`src/rtl/hd_sched_if.sv`:
```
// Request/result bundle for hd_sched: two code-word-pair requesters in, one
// decoded result stream plus status out.
interface hd_sched_if;
  logic       a_valid;
  logic [6:0] a_cw1;
  logic [6:0] a_cw2;
  logic       a_ready;
  logic       b_valid;
  logic [6:0] b_cw1;
  logic [6:0] b_cw2;
  logic       b_ready;
  logic       out_valid;
  logic       out_id;
  logic [5:0] out_n;
  logic       busy;
  logic [7:0] err_cnt;

  modport master (
    output a_valid, a_cw1, a_cw2, b_valid, b_cw1, b_cw2,
    input  a_ready, b_ready, out_valid, out_id, out_n, busy, err_cnt
  );

  modport slave (
    input  a_valid, a_cw1, a_cw2, b_valid, b_cw1, b_cw2,
    output a_ready, b_ready, out_valid, out_id, out_n, busy, err_cnt
  );
endinterface

```
`src/rtl/hd_sched.sv`:
```
// Round-robin scheduler feeding one time-shared Hamming(7,4) decoder; each
// granted pair is decoded word by word and combined by the flag-selected rule.
module hd_dec (
  input  logic [6:0]        cw,
  output logic signed [3:0] w,
  output logic              f,
  output logic              err
);
  logic [2:0] syn;
  logic [3:0] flip;

  always_comb begin
    syn[0] = cw[6] ^ cw[3] ^ cw[2] ^ cw[1];
    syn[1] = cw[5] ^ cw[3] ^ cw[2] ^ cw[0];
    syn[2] = cw[4] ^ cw[3] ^ cw[1] ^ cw[0];
    flip   = 4'b0000;
    f      = 1'b0;
    // w bit order is {x1,x2,x3,x4}; parity errors leave the data untouched
    case (syn)
      3'b001: f = cw[6];
      3'b010: f = cw[5];
      3'b011: begin flip = 4'b0100; f = cw[2]; end
      3'b100: f = cw[4];
      3'b101: begin flip = 4'b0010; f = cw[1]; end
      3'b110: begin flip = 4'b0001; f = cw[0]; end
      3'b111: begin flip = 4'b1000; f = cw[3]; end
      default: f = 1'b0;
    endcase
    w   = cw[3:0] ^ flip;
    err = |syn;
  end
endmodule

module hd_sched (
  input logic       clk,
  input logic       rst,
  hd_sched_if.slave bus
);
  typedef enum logic [1:0] {IDLE, DEC1, DEC2, DONE} state_t;

  state_t            state_q, state_d;
  logic              last_b_q, last_b_d;
  logic [6:0]        cw1_q, cw1_d, cw2_q, cw2_d;
  logic              id_q, id_d;
  logic signed [3:0] w1_q, w1_d;
  logic              f1_q, f1_d;
  logic              out_valid_q, out_valid_d;
  logic              out_id_q, out_id_d;
  logic [5:0]        out_n_q, out_n_d;
  logic [7:0]        err_cnt_q, err_cnt_d;

  logic              idle, a_win, b_win, a_gnt, b_gnt;
  logic [6:0]        dec_cw;
  logic signed [3:0] dec_w;
  logic              dec_f, dec_err;
  logic signed [5:0] w1x, w2x, res;

  assign idle  = (state_q == IDLE);
  // on a tie the requester not granted last wins
  assign a_win = bus.a_valid & (~bus.b_valid | last_b_q);
  assign b_win = bus.b_valid & ~a_win;
  assign a_gnt = idle & a_win;
  assign b_gnt = idle & b_win;

  assign dec_cw = (state_q == DEC2) ? cw2_q : cw1_q;

  hd_dec u_dec (.cw(dec_cw), .w(dec_w), .f(dec_f), .err(dec_err));

  assign w1x = {{2{w1_q[3]}}, w1_q};
  assign w2x = {{2{dec_w[3]}}, dec_w};

  always_comb begin
    case ({f1_q, dec_f})
      2'b00:   res = w1x + w1x + w2x;
      2'b01:   res = w1x + w1x - w2x;
      2'b10:   res = w1x - w2x - w2x;
      default: res = w1x + w2x + w2x;
    endcase
  end

  always_comb begin
    state_d     = state_q;
    last_b_d    = last_b_q;
    cw1_d       = cw1_q;
    cw2_d       = cw2_q;
    id_d        = id_q;
    w1_d        = w1_q;
    f1_d        = f1_q;
    out_valid_d = 1'b0;
    out_id_d    = out_id_q;
    out_n_d     = out_n_q;
    err_cnt_d   = err_cnt_q;
    case (state_q)
      IDLE: if (a_gnt | b_gnt) begin
        cw1_d    = a_gnt ? bus.a_cw1 : bus.b_cw1;
        cw2_d    = a_gnt ? bus.a_cw2 : bus.b_cw2;
        id_d     = b_gnt;
        last_b_d = b_gnt;
        state_d  = DEC1;
      end
      DEC1: begin
        w1_d    = dec_w;
        f1_d    = dec_f;
        state_d = DEC2;
      end
      DEC2: begin
        out_n_d     = res;
        out_id_d    = id_q;
        out_valid_d = 1'b1;
        state_d     = DONE;
      end
      default: state_d = IDLE;
    endcase
    if ((state_q == DEC1 || state_q == DEC2) && dec_err && err_cnt_q != 8'hFF)
      err_cnt_d = err_cnt_q + 8'd1;
  end

  always_ff @(posedge clk or posedge rst) begin
    if (rst) begin
      state_q     <= IDLE;
      last_b_q    <= 1'b1;
      cw1_q       <= '0;
      cw2_q       <= '0;
      id_q        <= 1'b0;
      w1_q        <= '0;
      f1_q        <= 1'b0;
      out_valid_q <= 1'b0;
      out_id_q    <= 1'b0;
      out_n_q     <= '0;
      err_cnt_q   <= '0;
    end else begin
      state_q     <= state_d;
      last_b_q    <= last_b_d;
      cw1_q       <= cw1_d;
      cw2_q       <= cw2_d;
      id_q        <= id_d;
      w1_q        <= w1_d;
      f1_q        <= f1_d;
      out_valid_q <= out_valid_d;
      out_id_q    <= out_id_d;
      out_n_q     <= out_n_d;
      err_cnt_q   <= err_cnt_d;
    end
  end

  assign bus.a_ready   = a_gnt;
  assign bus.b_ready   = b_gnt;
  assign bus.out_valid = out_valid_q;
  assign bus.out_id    = out_id_q;
  assign bus.out_n     = out_n_q;
  assign bus.busy      = ~idle;
  assign bus.err_cnt   = err_cnt_q;
endmodule

```
`src/flat_wrapper.sv`:
```
// flat-port wrapper written by rule: the top's interface ports become plain ports
module hd_sched_flat 
  (clk, rst, bus_a_valid, bus_a_cw1, bus_a_cw2, bus_b_valid, bus_b_cw1, bus_b_cw2, bus_a_ready, bus_b_ready, bus_out_valid, bus_out_id, bus_out_n, bus_busy, bus_err_cnt);
  hd_sched_if bus_i ();
  input logic clk;
  input logic rst;
  input wire logic [$bits(bus_i.a_valid)-1:0] bus_a_valid;
  input wire logic [$bits(bus_i.a_cw1)-1:0] bus_a_cw1;
  input wire logic [$bits(bus_i.a_cw2)-1:0] bus_a_cw2;
  input wire logic [$bits(bus_i.b_valid)-1:0] bus_b_valid;
  input wire logic [$bits(bus_i.b_cw1)-1:0] bus_b_cw1;
  input wire logic [$bits(bus_i.b_cw2)-1:0] bus_b_cw2;
  output wire logic [$bits(bus_i.a_ready)-1:0] bus_a_ready;
  output wire logic [$bits(bus_i.b_ready)-1:0] bus_b_ready;
  output wire logic [$bits(bus_i.out_valid)-1:0] bus_out_valid;
  output wire logic [$bits(bus_i.out_id)-1:0] bus_out_id;
  output wire logic [$bits(bus_i.out_n)-1:0] bus_out_n;
  output wire logic [$bits(bus_i.busy)-1:0] bus_busy;
  output wire logic [$bits(bus_i.err_cnt)-1:0] bus_err_cnt;
  assign bus_i.a_valid = bus_a_valid;
  assign bus_i.a_cw1 = bus_a_cw1;
  assign bus_i.a_cw2 = bus_a_cw2;
  assign bus_i.b_valid = bus_b_valid;
  assign bus_i.b_cw1 = bus_b_cw1;
  assign bus_i.b_cw2 = bus_b_cw2;
  assign bus_a_ready = bus_i.a_ready;
  assign bus_b_ready = bus_i.b_ready;
  assign bus_out_valid = bus_i.out_valid;
  assign bus_out_id = bus_i.out_id;
  assign bus_out_n = bus_i.out_n;
  assign bus_busy = bus_i.busy;
  assign bus_err_cnt = bus_i.err_cnt;
  hd_sched u_core (.clk(clk), .rst(rst), .bus(bus_i));
endmodule
```
`config.mk`:
```
export PLATFORM = sky130hd
export DESIGN_NAME = hd_sched_flat
export DESIGN_NICKNAME = d
export VERILOG_FILES = /design/src/rtl/hd_sched_if.sv /design/src/rtl/hd_sched.sv /design/src/flat_wrapper.sv
export SDC_FILE = /design/constraint.sdc
export NUM_CORES = 1
export LEC_CHECK = 0
export CAP_MARGIN = 0
export CELL_PAD_IN_SITES_DETAIL_PLACEMENT = 1
export CELL_PAD_IN_SITES_GLOBAL_PLACEMENT = 2
export CORE_MARGIN = 8
export CORE_UTILIZATION = 30
export CTS_CLUSTER_DIAMETER = 50
export DETAILED_ROUTE_END_ITERATION = 16
export PLACE_DENSITY = 0.76
export SETUP_SLACK_MARGIN = 0.4
export SYNTH_ARGS = -nofsm -noshare
export SYNTH_HDL_FRONTEND = slang
export SYNTH_SLANG_ARGS = --single-unit
```
`constraint.sdc`:
```
create_clock -name clk -period 13 [get_ports clk]
set_clock_uncertainty 0.05 [all_clocks]
set_input_delay 1.3 -clock clk [delete_from_list [all_inputs] [get_ports clk]]
set_output_delay 1.3 -clock clk [all_outputs]
set_load 0.01 [all_outputs]
```
==> results of run 1 <==
layout by cell type, fill, tap and decap left out, drive strengths merged:
cell type / instances
a211o: 2
o21ai: 20
a31oi: 4
mux2: 15
dfstp: 1
a22o: 1
o221a: 1
o311ai: 1
nand2: 28
nand2b: 1
dfrtp: 38
xor2: 10
clkinv: 2
a211oi: 1
nand3: 6
nor2b: 5
inv: 12
o22ai: 1
xnor2: 17
mux2i: 30
xnor3: 2
buf: 3
nor2: 18
or3: 2
o211ai: 1
and3: 2
bufinv: 1
a22oi: 2
clkdlybuf4s50: 50
a21o: 5
fa: 2
a21oi: 16
nor4: 1
or2: 1
a2111oi: 2
and4: 2
clkbuf: 5
ha: 21
worst max-delay path by stage:
stage / start / endpoint / slack (ns) / cells after the start
after global placement: u_core.state_q[0] / u_core.bus.out_n[5] / 7.85 / 21
after CTS: u_core.state_q[0] / u_core.bus.out_n[5] / 7.58 / 21
after detailed placement: u_core.state_q[0] / u_core.bus.out_n[5] / 7.60 / 21
final: u_core.state_q[0] / u_core.bus.out_n[5] / 7.62 / 21
after floorplan: u_core.state_q[0] / u_core.bus.out_n[5] / 8.25 / 21
after global routing: u_core.state_q[0] / u_core.bus.out_n[5] / 7.17 / 21
metrics by stage:
stage               hold WS, ns  utilization [%]  std cells  worst slack [ns]
floorplan                 0.407                -        281              8.25
global placement          0.429             37.5        435              7.85
detailed placement        0.438             37.5        435              7.60
CTS                       0.449             38.7        443              7.58
global route              0.463             38.7        443              7.17
finish                    0.445             38.7        443              7.62
cell families (layout without fill, tap and decap cells):
| logic type | after synthesis | in the layout | synth area share (%) |
|---|---|---|---|
| AOI/OAI and AO/OA | 57 | 57 | 12.9 |
| xor gates and xnor gates | 29 | 29 | 10.3 |
| adders and majority gates | 23 | 23 | 10.8 |
| buffers and inverters | 22 | 73 | 3.25 |
| DFF | 39 | 39 | 34.7 |
| muxes | 45 | 45 | 17.3 |
| and+or+nand+nor | 66 | 66 | 10.9 |
layer usage:
metal / part of all wire, % / wire length [um] / track usage [%]
met1: 47 / 3190 / 14.1
met2: 49 / 3290 / 19.5
met3: 3.5 / 240 / 2.66
met4: 0.81 / 55 / 2.97
met5: 0 / 0 / 0
area by class of cell:
class | count | area [um^2] | area share, %
Clock buffer | 5 | 68.8 | 1.94
Clock inverter | 3 | 43.8 | 1.24
Inverter | 12 | 45.0 | 1.27
Multi-Input combinational cell | 220 | 1750 | 49.3
Sequential cell | 39 | 977 | 27.6
Tap cell | 111 | 139 | 3.92
Timing Repair Buffer | 53 | 523 | 14.8
sequential cells by signal (all words and copies together) (netlist names):
name / count
u_core.bus.err_cnt: 8
u_core.cw1_q: 7
u_core.cw2_q: 7
u_core.bus.out_n: 6
u_core.w1_q: 4
u_core.state_q: 2
u_core.bus.out_id: 1
u_core.bus.out_valid: 1
u_core.f1_q: 1
u_core.id_q: 1
u_core.last_b_q: 1
worst max-delay path, cell delays in order (launching register included):
cell,delay [ns]
dfrtp_1,0.39
inv_1,0.10
ha_1,0.37
buf_4,0.33
mux2i_1,0.53
nor2b_1,0.13
a22oi_1,0.28
nor2_1,0.07
ha_1,0.23
a2111oi_4,0.24
o211ai_1,0.14
a22o_1,0.47
nor2b_4,0.24
mux2i_1,0.24
ha_1,0.27
a21o_1,0.15
a21o_1,0.19
a21o_1,0.17
a21oi_1,0.17
xor2_1,0.21
xnor2_1,0.10
a21o_1,0.18
==> flow_metrics.py, run 1 <==
metrics = {
    "drt": {
        "ant_nets": 0,
        "drt_wl_total_um": 6770,
        "vias_per_cell": 4.82,
        "route.vias.total": 2136,
        "drc": 0,
        "wl_per_cell_um": 15.3,
        "firstDrtPassIters": 4,
        "drt_iter0_drc": 58,
    },
    "logic_synthesis": {
        "synth-edff-count": 0,
        "ys_ff_latch": 39,
        "synthMostInstantiatedCell": "dfrtp_1",
        "ys_async_sr_fraction_pct": 100,
        "synth_area_leaders": "dfrtp_1, mux2i_1, ha_1",
        "synth_top_area_cell": "dfrtp_1",
        "synth.top_cell.area_share_pct": 33.8,
        "synth-seq-area-share_pct": 34.7,
        "synth_flop_cell": "dfrtp_1",
        "syn_area_um2": 2810,
        "netlist-cell-type-count": 45,
        "synth_common_cells": "dfrtp_1, mux2i_1, nand2_1",
        "synthCells": 281,
        "syn_nets": 336,
        "yosysWarnings": 0,
        "syn_area_per_cell_um2": 10.0,
    },
    "timing": {
        "setup_tns_ns": 0,
        "max_freq_mhz": 186,
        "timing.slew.headroom_pct": 31.6,
        "hold_viol": 0,
        "setup_viol": 0,
        "rsz0062_at_grt": "false",
        "worstMarginPinSlew_ns": 1.03,
        "slew_viol_final": 0,
        "fin_crit_ns": 5.38,
        "period_share_pct": 41.4,
    },
    "finish": {
        "area_growth_pct": 26.0,
        "fin_nets": 386,
        "fillers": 1030,
        "stdcell_area_um2": 3540,
        "n_antenna_cell": 0,
        "drive_gt1_share_pct": 9.94,
    },
    "grt": {
        "grt_pass1_wl_um": 11900,
        "grt.overflow.total": 0,
        "grt_pass1_vias": 2364,
        "grt_start_max_net_pins": 40,
        "track_usage_pct": 11.4,
        "antenna_found_initial": 0,
    },
    "clock_tree": {
        "cts_tree": "yes",
        "numClockSinks": 39,
        "clk_pin_slew_ns": 0.08,
        "postCtsSetupRepairBufs": 0,
        "ctsHoldBuffers": 0,
        "numCtsBuffers": 5,
        "htree_levels": 2,
        "clockBufferDepth": 2,
        "cts_root_buf": "clkbuf_8",
        "ctsResizeCount": 0,
        "clk_latency_ns": 0.29,
    },
    "floorplan": {
        "die_w_um": 113,
        "rows": 35,
        "die-area_um2": 12700,
        "start_util_pct": 30.7,
        "chipHeight_um": 113,
        "pin_count": 51,
        "core_area_um2": 9150,
    },
    "run": {
        "max_cap_violations": 0,
    },
    "setup_path": {
        "rr_worst_depth": 21,
        "ff2ff_setup_slack_ns": 7.62,
        "rr_startpoint": "u_core.state_q[0]",
        "critPathKind": "flip-flop to flip-flop",
        "start_kind": "flip-flop",
        "worstReg2RegEnd": "u_core.bus.out_n[5]",
        "worstPathArrival_ns": 5.51,
        "crit_path_end_kind": "flip-flop",
        "crit_path_max_fanout": 19,
        "required_ns": 13.13,
    },
    "placed_design": {
        "dp_hpwl_um": 5560,
        "place.gp.congestion": 0.803,
        "port_buffers": 50,
        "place_area_um2": 3430,
    },
    "status": {
        "outcome": "finished clean",
    },
    "hold_path": {
        "hp-start": "u_core.bus.err_cnt[4]",
        "whs_path_depth": 1,
        "whs_endpoint": "u_core.bus.err_cnt[4]",
        "hold_path_class": "flip-flop to flip-flop",
    },
}
Power of run 1 is not shown: default switching activity piles up to over one toggle a cycle in this logic, so the estimate is an artifact.
==> run 2, diff against run 1 <==
==> constraint.sdc (replaced) <==
create_clock -name clk -period 5.18 [get_ports clk]
set_clock_uncertainty 0.05 [all_clocks]
set_input_delay 0.518 -clock clk [delete_from_list [all_inputs] [get_ports clk]]
set_output_delay 0.518 -clock clk [all_outputs]
set_load 0.01 [all_outputs]
==> flow_metrics.py, run 2 (synthesis gave the netlist of run 1 again) <==
metrics = {
    "status": {
        "outcome": "finished clean",
    },
    "clock_tree": {
        "clk_latency_ns": 0.29,
        "numClockSinks": 39,
        "cts_tree": "yes",
        "htree_levels": 2,
        "ctsHoldBuffers": 0,
        "clk_pin_slew_ns": 0.08,
        "clockBufferDepth": 2,
        "numCtsBuffers": 5,
        "cts_root_buf": "clkbuf_8",
        "postCtsSetupRepairBufs": 0,
    },
    "finish": {
        "fillers": 1035,
        "n_antenna_cell": 0,
        "drive_gt1_share_pct": 12.0,
        "fin_nets": 388,
        "area_growth_pct": 27.7,
        "largest_register_ff_count": 8,
        "multi_input_area_um2": 1800,
        "mostFrequentLayoutCell": "clkdlybuf4s50_1",
        "seqCellArea_um2": 977,
        "final_cell_mix": "clkdlybuf4s50_1, dfrtp_1, nand2_1",
    },
    "floorplan": {
        "die-area_um2": 12700,
        "core_area_um2": 9150,
        "pin_count": 51,
        "chipHeight_um": 113,
        "rows": 35,
        "die_w_um": 113,
        "start_util_pct": 30.7,
    },
    "setup_path": {
        "crit_path_end_kind": "flip-flop",
        "crit_family": "compound AO/OA/AOI/OAI gates",
        "required_ns": 5.32,
        "worstPathArrival_ns": 4.62,
        "ff2ff_setup_slack_ns": 0.70,
        "worstReg2RegEnd": "u_core.bus.out_n[5]",
        "critPathMostFrequentCell": "a21o_1",
        "rr_worst_depth": 18,
        "critPathKind": "flip-flop to flip-flop",
        "cp_slowest_cell": "mux2_2",
        "start_kind": "flip-flop",
        "crit_chain": "inv_1 > ha_4 > buf_8 > mux2_2 > or3_1 > a21oi_1 > xnor2_2 > inv_1 > ha_1 > mux2i_2 > ha_1 > a21o_1 > a21o_1 > a21o_1 > a21oi_1 > xor2_1 > xnor2_1 > a21o_1",
        "crit_path_max_fanout": 16,
        "rr_startpoint": "u_core.state_q[0]",
        "slowest_delay_ns": 0.40,
        "crit_buf_inv": 3,
    },
    "hold_path": {
        "hold_path_class": "flip-flop to flip-flop",
        "whs_path_depth": 1,
        "whs_endpoint": "u_core.bus.err_cnt[4]",
        "hp-start": "u_core.bus.err_cnt[4]",
    },
    "timing": {
        "hold_slack_ns": 0.443,
        "setup_tns_ns": 0,
        "fin_crit_ns": 4.48,
        "period_share_pct": 86.5,
        "timing.slew.headroom_pct": 63.9,
        "setup_viol": 0,
        "rsz0062_at_grt": "false",
        "max_freq_mhz": 223,
        "slew_viol_final": 0,
        "hold_viol": 0,
        "worstMarginPinSlew_ns": 0.538,
    },
    "drt": {
        "route.vias.total": 2186,
        "drt_wl_total_um": 7000,
        "wl_per_cell_um": 15.7,
        "drt_iter0_drc": 38,
        "ant_nets": 0,
        "vias_per_cell": 4.91,
        "drc": 0,
        "firstDrtPassIters": 4,
    },
    "grt": {
        "track_usage_pct": 11.1,
        "grt_start_max_net_pins": 40,
        "antenna_found_initial": 0,
        "grt_pass1_vias": 2368,
        "grt.overflow.total": 0,
        "grt_pass1_wl_um": 11700,
    },
    "placed_design": {
        "dp_hpwl_um": 5580,
        "port_buffers": 50,
        "place.gp.congestion": 0.806,
    },
    "run": {
        "max_cap_violations": 0,
    },
}
==> run 2: changes by cell type in the layout (fill, tap and decap cells not counted), sizes merged <==
cell      change
buf           +2
bufinv        -1
clkbuf        +1
clkinv        -1
clkinvlp      +1
==> run 2: layout make-up <==
type | instances | area share (%)
tap | 111 | 3.87
inverter | 12 | 1.25
timing repair buffer | 55 | 15.2
sequential | 39 | 27.2
clock inverter | 2 | 0.348
multi-input combinational | 220 | 50.1
clock buffer | 6 | 2.02
==> run 2: worst reg2reg max path, cell delays in order, from the launching register on <==
cell     delay, ns
dfrtp_1       0.39
inv_1         0.15
ha_4          0.27
buf_8         0.22
mux2_2        0.41
or3_1         0.35
a21oi_1       0.25
xnor2_2       0.22
inv_1         0.15
ha_1          0.32
mux2i_2       0.21
ha_1          0.27
a21o_1        0.15
a21o_1        0.19
a21o_1        0.17
a21oi_1       0.17
xor2_1        0.19
xnor2_1       0.09
a21o_1        0.17
==> run 2: repair_timing <==
action / 4_1_cts / 5_1_grt
endpoints found under the setup margin: 1 / 2
pin swaps: 0 / 1
gates resized for setup: 1 / 10
gates cloned: 0 / 0
hold endpoints to repair: 0 / 0
==> run 2: worst max-delay path by stage <==
stage | slack [ns] | to | from | depth (start not counted)
detailed placement | 0.32 | u_core.bus.out_n[5] | u_core.state_q[0] | 21
global placement | 0.51 | u_core.bus.out_n[5] | u_core.state_q[0] | 21
global route | 0.40 | u_core.bus.out_n[5] | u_core.state_q[0] | 21
finish | 0.70 | u_core.bus.out_n[5] | u_core.state_q[0] | 18
CTS | 0.43 | u_core.bus.out_n[5] | u_core.state_q[0] | 21
floorplan | 0.43 | u_core.bus.out_n[5] | u_core.state_q[0] | 21
==> run 2: through the flow <==
stage	worst slack (ns)	util, %	instances	instance area (um^2)
after floorplan	0.429	-	281	2810
after global placement	0.509	37.7	437	3450
after detailed placement	0.315	37.7	437	3450
after CTS	0.430	38.6	445	3530
after global routing	0.402	39.2	445	3590
final	0.701	39.2	445	3590
==> run 2: routing by layer <==
| metal | wire [um] | GRT usage [%] | share of wire, % | vias up |
|---|---|---|---|---|
| met5 | 0 | 0 | 0 | - |
| met4 | 54 | 2.43 | 0.77 | 0 |
| met3 | 255 | 2.61 | 3.6 | 6 |
| met2 | 3410 | 18.9 | 49 | 38 |
| met1 | 3290 | 14.0 | 47 | 1050 |
| li1 | - | - | - | 1092 |
Power of run 2 is left out for the same reason.
==> RTL edit 1: new RTL, flow settings as in run 2 <==
Encoding of `state_t`: now Gray code (2 bits for 4 states).
--- a/src/rtl/hd_sched.sv
+++ b/src/rtl/hd_sched.sv
@@ -37,5 +37,5 @@
   hd_sched_if.slave bus
 );
-  typedef enum logic [1:0] {IDLE, DEC1, DEC2, DONE} state_t;
+  typedef enum logic [1:0] {IDLE = 2'b00, DEC1 = 2'b01, DEC2 = 2'b11, DONE = 2'b10} state_t;
 
   state_t            state_q, state_d;
Function: same outputs for any inputs over 4 cycles, from zero or initial values and one cycle with rst high; so few cycles prove little.
==> RTL edit 1 against run 2 <==
Worst setup slack worse by 0.0091 ns; sequential cell count is the same; synthesized area fell by 5.9%; first-iteration DRC count decreased by 5.3%; critical path type unchanged; cell area shrank 3.2%; die area down 5.1%; routed wire length fell by 2.2%.
Power is left out: the tool's default activity adds up to more than one toggle a clock period on the data nets, which glitch-free logic cannot reach.
==> RTL edit 1: results (changes against run 2) <==
----------------------------------------------------
[Routing]
  Average wire per standard cell ... 15.15 µm (-3.7%)
  Count of routing violations after the opening detailed-route iteration ... 36 (-5.3%)
  Overall via count from detail_route ... 2236 (+2.3%)

[Yosys]
  Arithmetic-cell share of the synthesized area counting full adders, half adders and majority gates ... 0.1002 (-0.007415)
  Post-synthesis xor/xnor area fraction ... 0.1073 (+0.004571)
  Count of different cell masters after synthesis ... 52 (+16%)
  Multiplexer share of the synthesized area ... 0.07187 (-0.1007)
  Commonest cells in the synthesized netlist ... sky130_fd_sc_hd__nor2_1 (46), sky130_fd_sc_hd__dfrtp_1 (38), sky130_fd_sc_hd__nand2_1 (27), sky130_fd_sc_hd__ha_1 (18), sky130_fd_sc_hd__xnor2_1 (16)
  Syn_nets ... 341 (+1.5%)
  Portion of the post-synthesis area used by sequential elements ... 0.3693 (+0.02185)
  Area fraction in compound gates after synthesis ... 0.1390 (+0.01045)

[GRT]
  Global-route wire length before repair ... 11620 µm (-0.71%)
  Vias in the first global route ... 2422 (+2.3%)
  Met1 track utilization from global routing ... 0.1539 (+0.01427)
  Global routing usage summed across all routing layers ... 0.1194 (+0.008210)
  Global routing usage on met2 ... 0.2021 (+0.01331)

[Final layout]
  Share of post-route cells with drive strength above 1 ... 0.09302 (-0.02674)
  Final Net Count ... 395 (+1.8%)
  Number of filler cells placed in the layout ... 992 (-4.2%)

[Hold path]
  Min-delay src ... u_core.bus.err_cnt[6]
  Destination of the worst hold path ... u_core.bus.err_cnt[6]

[Critical path]
  Largest fanout on the critical path ... 5 (-11)
  Reg-to-reg critical path endpoint ... u_core.bus.out_n[4]
  Worst-case register-to-register setup slack ... 0.69 ns
  Standard cell with the maximum stage delay on the critical path ... sky130_fd_sc_hd__xnor3_1
  Startpoint of the most critical register-to-register path ... u_core.cw1_q[1]
  Biggest cell delay along the critical path ... 0.49 ns (+0.09 ns)
  Crit path DAT ... 4.61 ns (about the same)

[Clock network]
  Number of buffers on the longest clock path ... 2 (unchanged)

[Placement]
  DPL Wire Length ... 5382 µm (-3.5%)
  Final RePlAce weighted congestion ... 0.7456 (-7.4%)
  Area post-placement ... 0.003271 mm² (-5.1%)

[Run status]
  Run status ... finished clean

[STA]
  Max-Slew Margin vs Limit ... 0.5447 (-0.09476)

----------------------------------------------------
[RTL edit 1: cell type report]
type                    count  area share
multi-input cells         228      0.4795
flip-flops and latches     39      0.2819
repair buffers             55      0.1548
well taps                 108     0.03888
clock buffers               7     0.02772
inverters                  14     0.01512
clock inverters             1    0.002160
[RTL edit 1: metrics by stage]
stage	cells	hold slack (ns)
2_1_floorplan	289	0.3895
3_3_place_gp	441	0.4136
3_5_place_dp	441	0.4163
4_1_cts	449	0.4404
5_1_grt	452	0.4540
6_report	452	0.4360
[RTL edit 1: how the worst max path moves through the flow]
stage | from | endpoint | slack, ns | cells past startpoint
6_report | u_core.cw1_q[1] | u_core.bus.out_n[4] | 0.69 | 18
2_1_floorplan | u_core.cw1_q[1] | u_core.bus.out_n[5] | 1.04 | 20
4_1_cts | u_core.state_q[0] | u_core.bus.out_n[4] | 0.51 | 18
5_1_grt | u_core.cw1_q[1] | u_core.bus.out_n[5] | 0.41 | 21
3_5_place_dp | u_core.state_q[0] | u_core.bus.out_n[4] | 0.25 | 18
3_3_place_gp | u_core.state_q[0] | u_core.bus.out_n[5] | 0.53 | 20
[RTL edit 1: what timing repair did]
action | in CTS | in global routing
setup buffers | 0 | 2
pin swaps | 0 | 3
gates resized for setup | 2 | 11
hold buffers | 0 | 0
setup endpoints to repair | 2 | 2
cloned | 0 | 1
[RTL edit 1: kinds of logic after synthesis]
| family | Yosys count |
|---|---|
| AOI/OAI and AO/OA | 56 |
| and+or+nand+nor | 104 |
| muxes | 17 |
| adders and majority gates | 20 |
| xor gates and xnor gates | 30 |
| buffers and inverters | 23 |
| DFF | 39 |
[RTL edit 1: worst max-delay path: cells and delay by family (launching register included)]
kind	cells	cell delay, ns
xor+xnor	3	0.78
mux	2	0.51
fa+ha+maj	2	0.63
flops	1	0.41
simple gates	6	1.05
compound gates	5	0.95
[RTL edit 1: metal layers]
| metal | up-vias | part of all wire |
|---|---|---|
| met2 | 33 | 0.49 |
| met5 | - | 0 |
| met3 | 5 | 0.022 |
| met4 | 0 | 0.0080 |
| met1 | 1083 | 0.48 |
| li1 | 1115 | - |
==> RTL edit 2: new RTL, settings of run 2 <==
Made on the original files. `cw1_q` no longer has a reset.
--- a/src/rtl/hd_sched.sv
+++ b/src/rtl/hd_sched.sv
@@ -120,5 +120,4 @@
       state_q     <= IDLE;
       last_b_q    <= 1'b1;
-      cw1_q       <= '0;
       cw2_q       <= '0;
       id_q        <= 1'b0;
@@ -132,5 +131,4 @@
       state_q     <= state_d;
       last_b_q    <= last_b_d;
-      cw1_q       <= cw1_d;
       cw2_q       <= cw2_d;
       id_q        <= id_d;
@@ -144,4 +142,8 @@
   end
 
+  always_ff @(posedge clk) begin
+    cw1_q <= cw1_d;
+  end
+
   assign bus.a_ready   = a_gnt;
   assign bus.b_ready   = b_gnt;
Check against the original RTL: no difference found for any inputs over 4 cycles, from zero or initial values and one cycle with rst high; that may be too few to reach the edited logic, so the function may still have changed.
==> RTL edit 2 against run 2 <==
Critical endpoint unchanged; routed wire length is 3.9% higher; sequential share of layout area hardly changed; via count is 4.8% higher; worst setup slack better by 0.059 ns; cell area is 3.6% higher; critical path depth stayed put; sequential cell count stayed put; synthesized area is 5.3% higher.
Power is left out: the tool's default activity adds up to more than one toggle a clock period on the data nets, which glitch-free logic cannot reach.
==> RTL edit 2: results (changes against run 2) <==
----------------------------------------------------
[Run status]
  Run status ... finished clean

[Final layout]
  P&R area growth vs syn ... 25.64%
  # clk buffers ... 5 (-1)
  Share of post-route cells with drive strength above 1 ... 0.1180 (-0.001766)
  Number of filler cells placed in the layout ... 1094 (+5.7%)
  Non-clock buffer area fraction after layout ... 0.1426 (-0.009294)
  Combined flip-flop and latch cell area ... 0.001012 mm² (+3.6%)
  Area of combinational cells with multiple inputs ... 0.001856 mm² (+3.1%)
  Non-Clock Buffer Count ... 54 (-1.8%)
  Multi-input gates ... 222 (+0.91%)

[STA]
  Transition at the pin with the smallest max-transition slack ... 0.8965 ns (+0.3583 ns)

[Yosys]
  Arithmetic-cell share of the synthesized area counting full adders, half adders and majority gates ... 0.1022 (-0.005412)
  Portion of the post-synthesis area used by sequential elements ... 0.3418 (-0.005637)
  Number of synthesized flops with an enable pin ... 7 (+7)
  Fraction of registers with async set or reset after synthesis ... 0.8205 (-0.1795)
  Post-synthesis xor/xnor area fraction ... 0.1191 (+0.01638)
  Commonest cells in the synthesized netlist ... sky130_fd_sc_hd__dfrtp_1 (31), sky130_fd_sc_hd__nand2_1 (23), sky130_fd_sc_hd__ha_1 (21), sky130_fd_sc_hd__mux2i_1 (21), sky130_fd_sc_hd__xnor2_1 (20)
  Syn_nets ... 345 (+2.7%)
  Top cells by area in the synthesized netlist ... sky130_fd_sc_hd__dfrtp_1 (26%), sky130_fd_sc_hd__ha_1 (8.9%), sky130_fd_sc_hd__edfxtp_1 (7.1%)

[Routing]
  Average wire per standard cell ... 15.42 µm (-2.0%)
  Detail Route met3 WL ... 246 µm (-3.5%)
  WL met2 ... 3473 µm (+2.0%)
  Count of routing violations after the opening detailed-route iteration ... 86 (+130%)
  WL met1 ... 3467 µm (+5.5%)

[Placement]
  Worst slack, placed ... 0.6770 ns (+0.3615 ns)
  Final RePlAce weighted congestion ... 0.7699 (-4.4%)
  Area post-placement ... 0.003591 mm² (+4.2%)
  DPL Wire Length ... 5763 µm (+3.3%)

[GRT]
  Met1 track utilization from global routing ... 0.1453 (+0.005606)
  Global routing usage on met3 ... 0.02258 (-0.003508)
  Global-route wire length before repair ... 12190 µm (+4.2%)

[Critical path]
  Standard cell with the maximum stage delay on the critical path ... sky130_fd_sc_hd__or4_1

----------------------------------------------------
[RTL edit 2: changes by cell type in the layout (fill, tap and decap cells not counted), moves of 4 or more]
cell and change:
sky130_fd_sc_hd__a211oi_1 +4, sky130_fd_sc_hd__nand4_1 +6, sky130_fd_sc_hd__dfrtp_1 -7, sky130_fd_sc_hd__mux2i_1 -6
sky130_fd_sc_hd__nand2_1 -5, sky130_fd_sc_hd__edfxtp_1 +7, sky130_fd_sc_hd__o21ai_0 -6
[RTL edit 2: path summary, 6_finish.rpt]
kind,cells after the start,end,start,slack [ns]
max,18,u_core.bus.out_n[5],u_core.state_q[0],0.76
min,1,u_core.bus.out_n[1],u_core.bus.out_n[1],0.44
max reg2reg,18,u_core.bus.out_n[5],u_core.state_q[0],0.76
min reg2reg,1,u_core.bus.out_n[1],u_core.bus.out_n[1],0.44
max in group asynchronous,3,u_core.last_b_q,rst,4.21
min in group asynchronous,3,u_core.state_q[1],rst,0.55
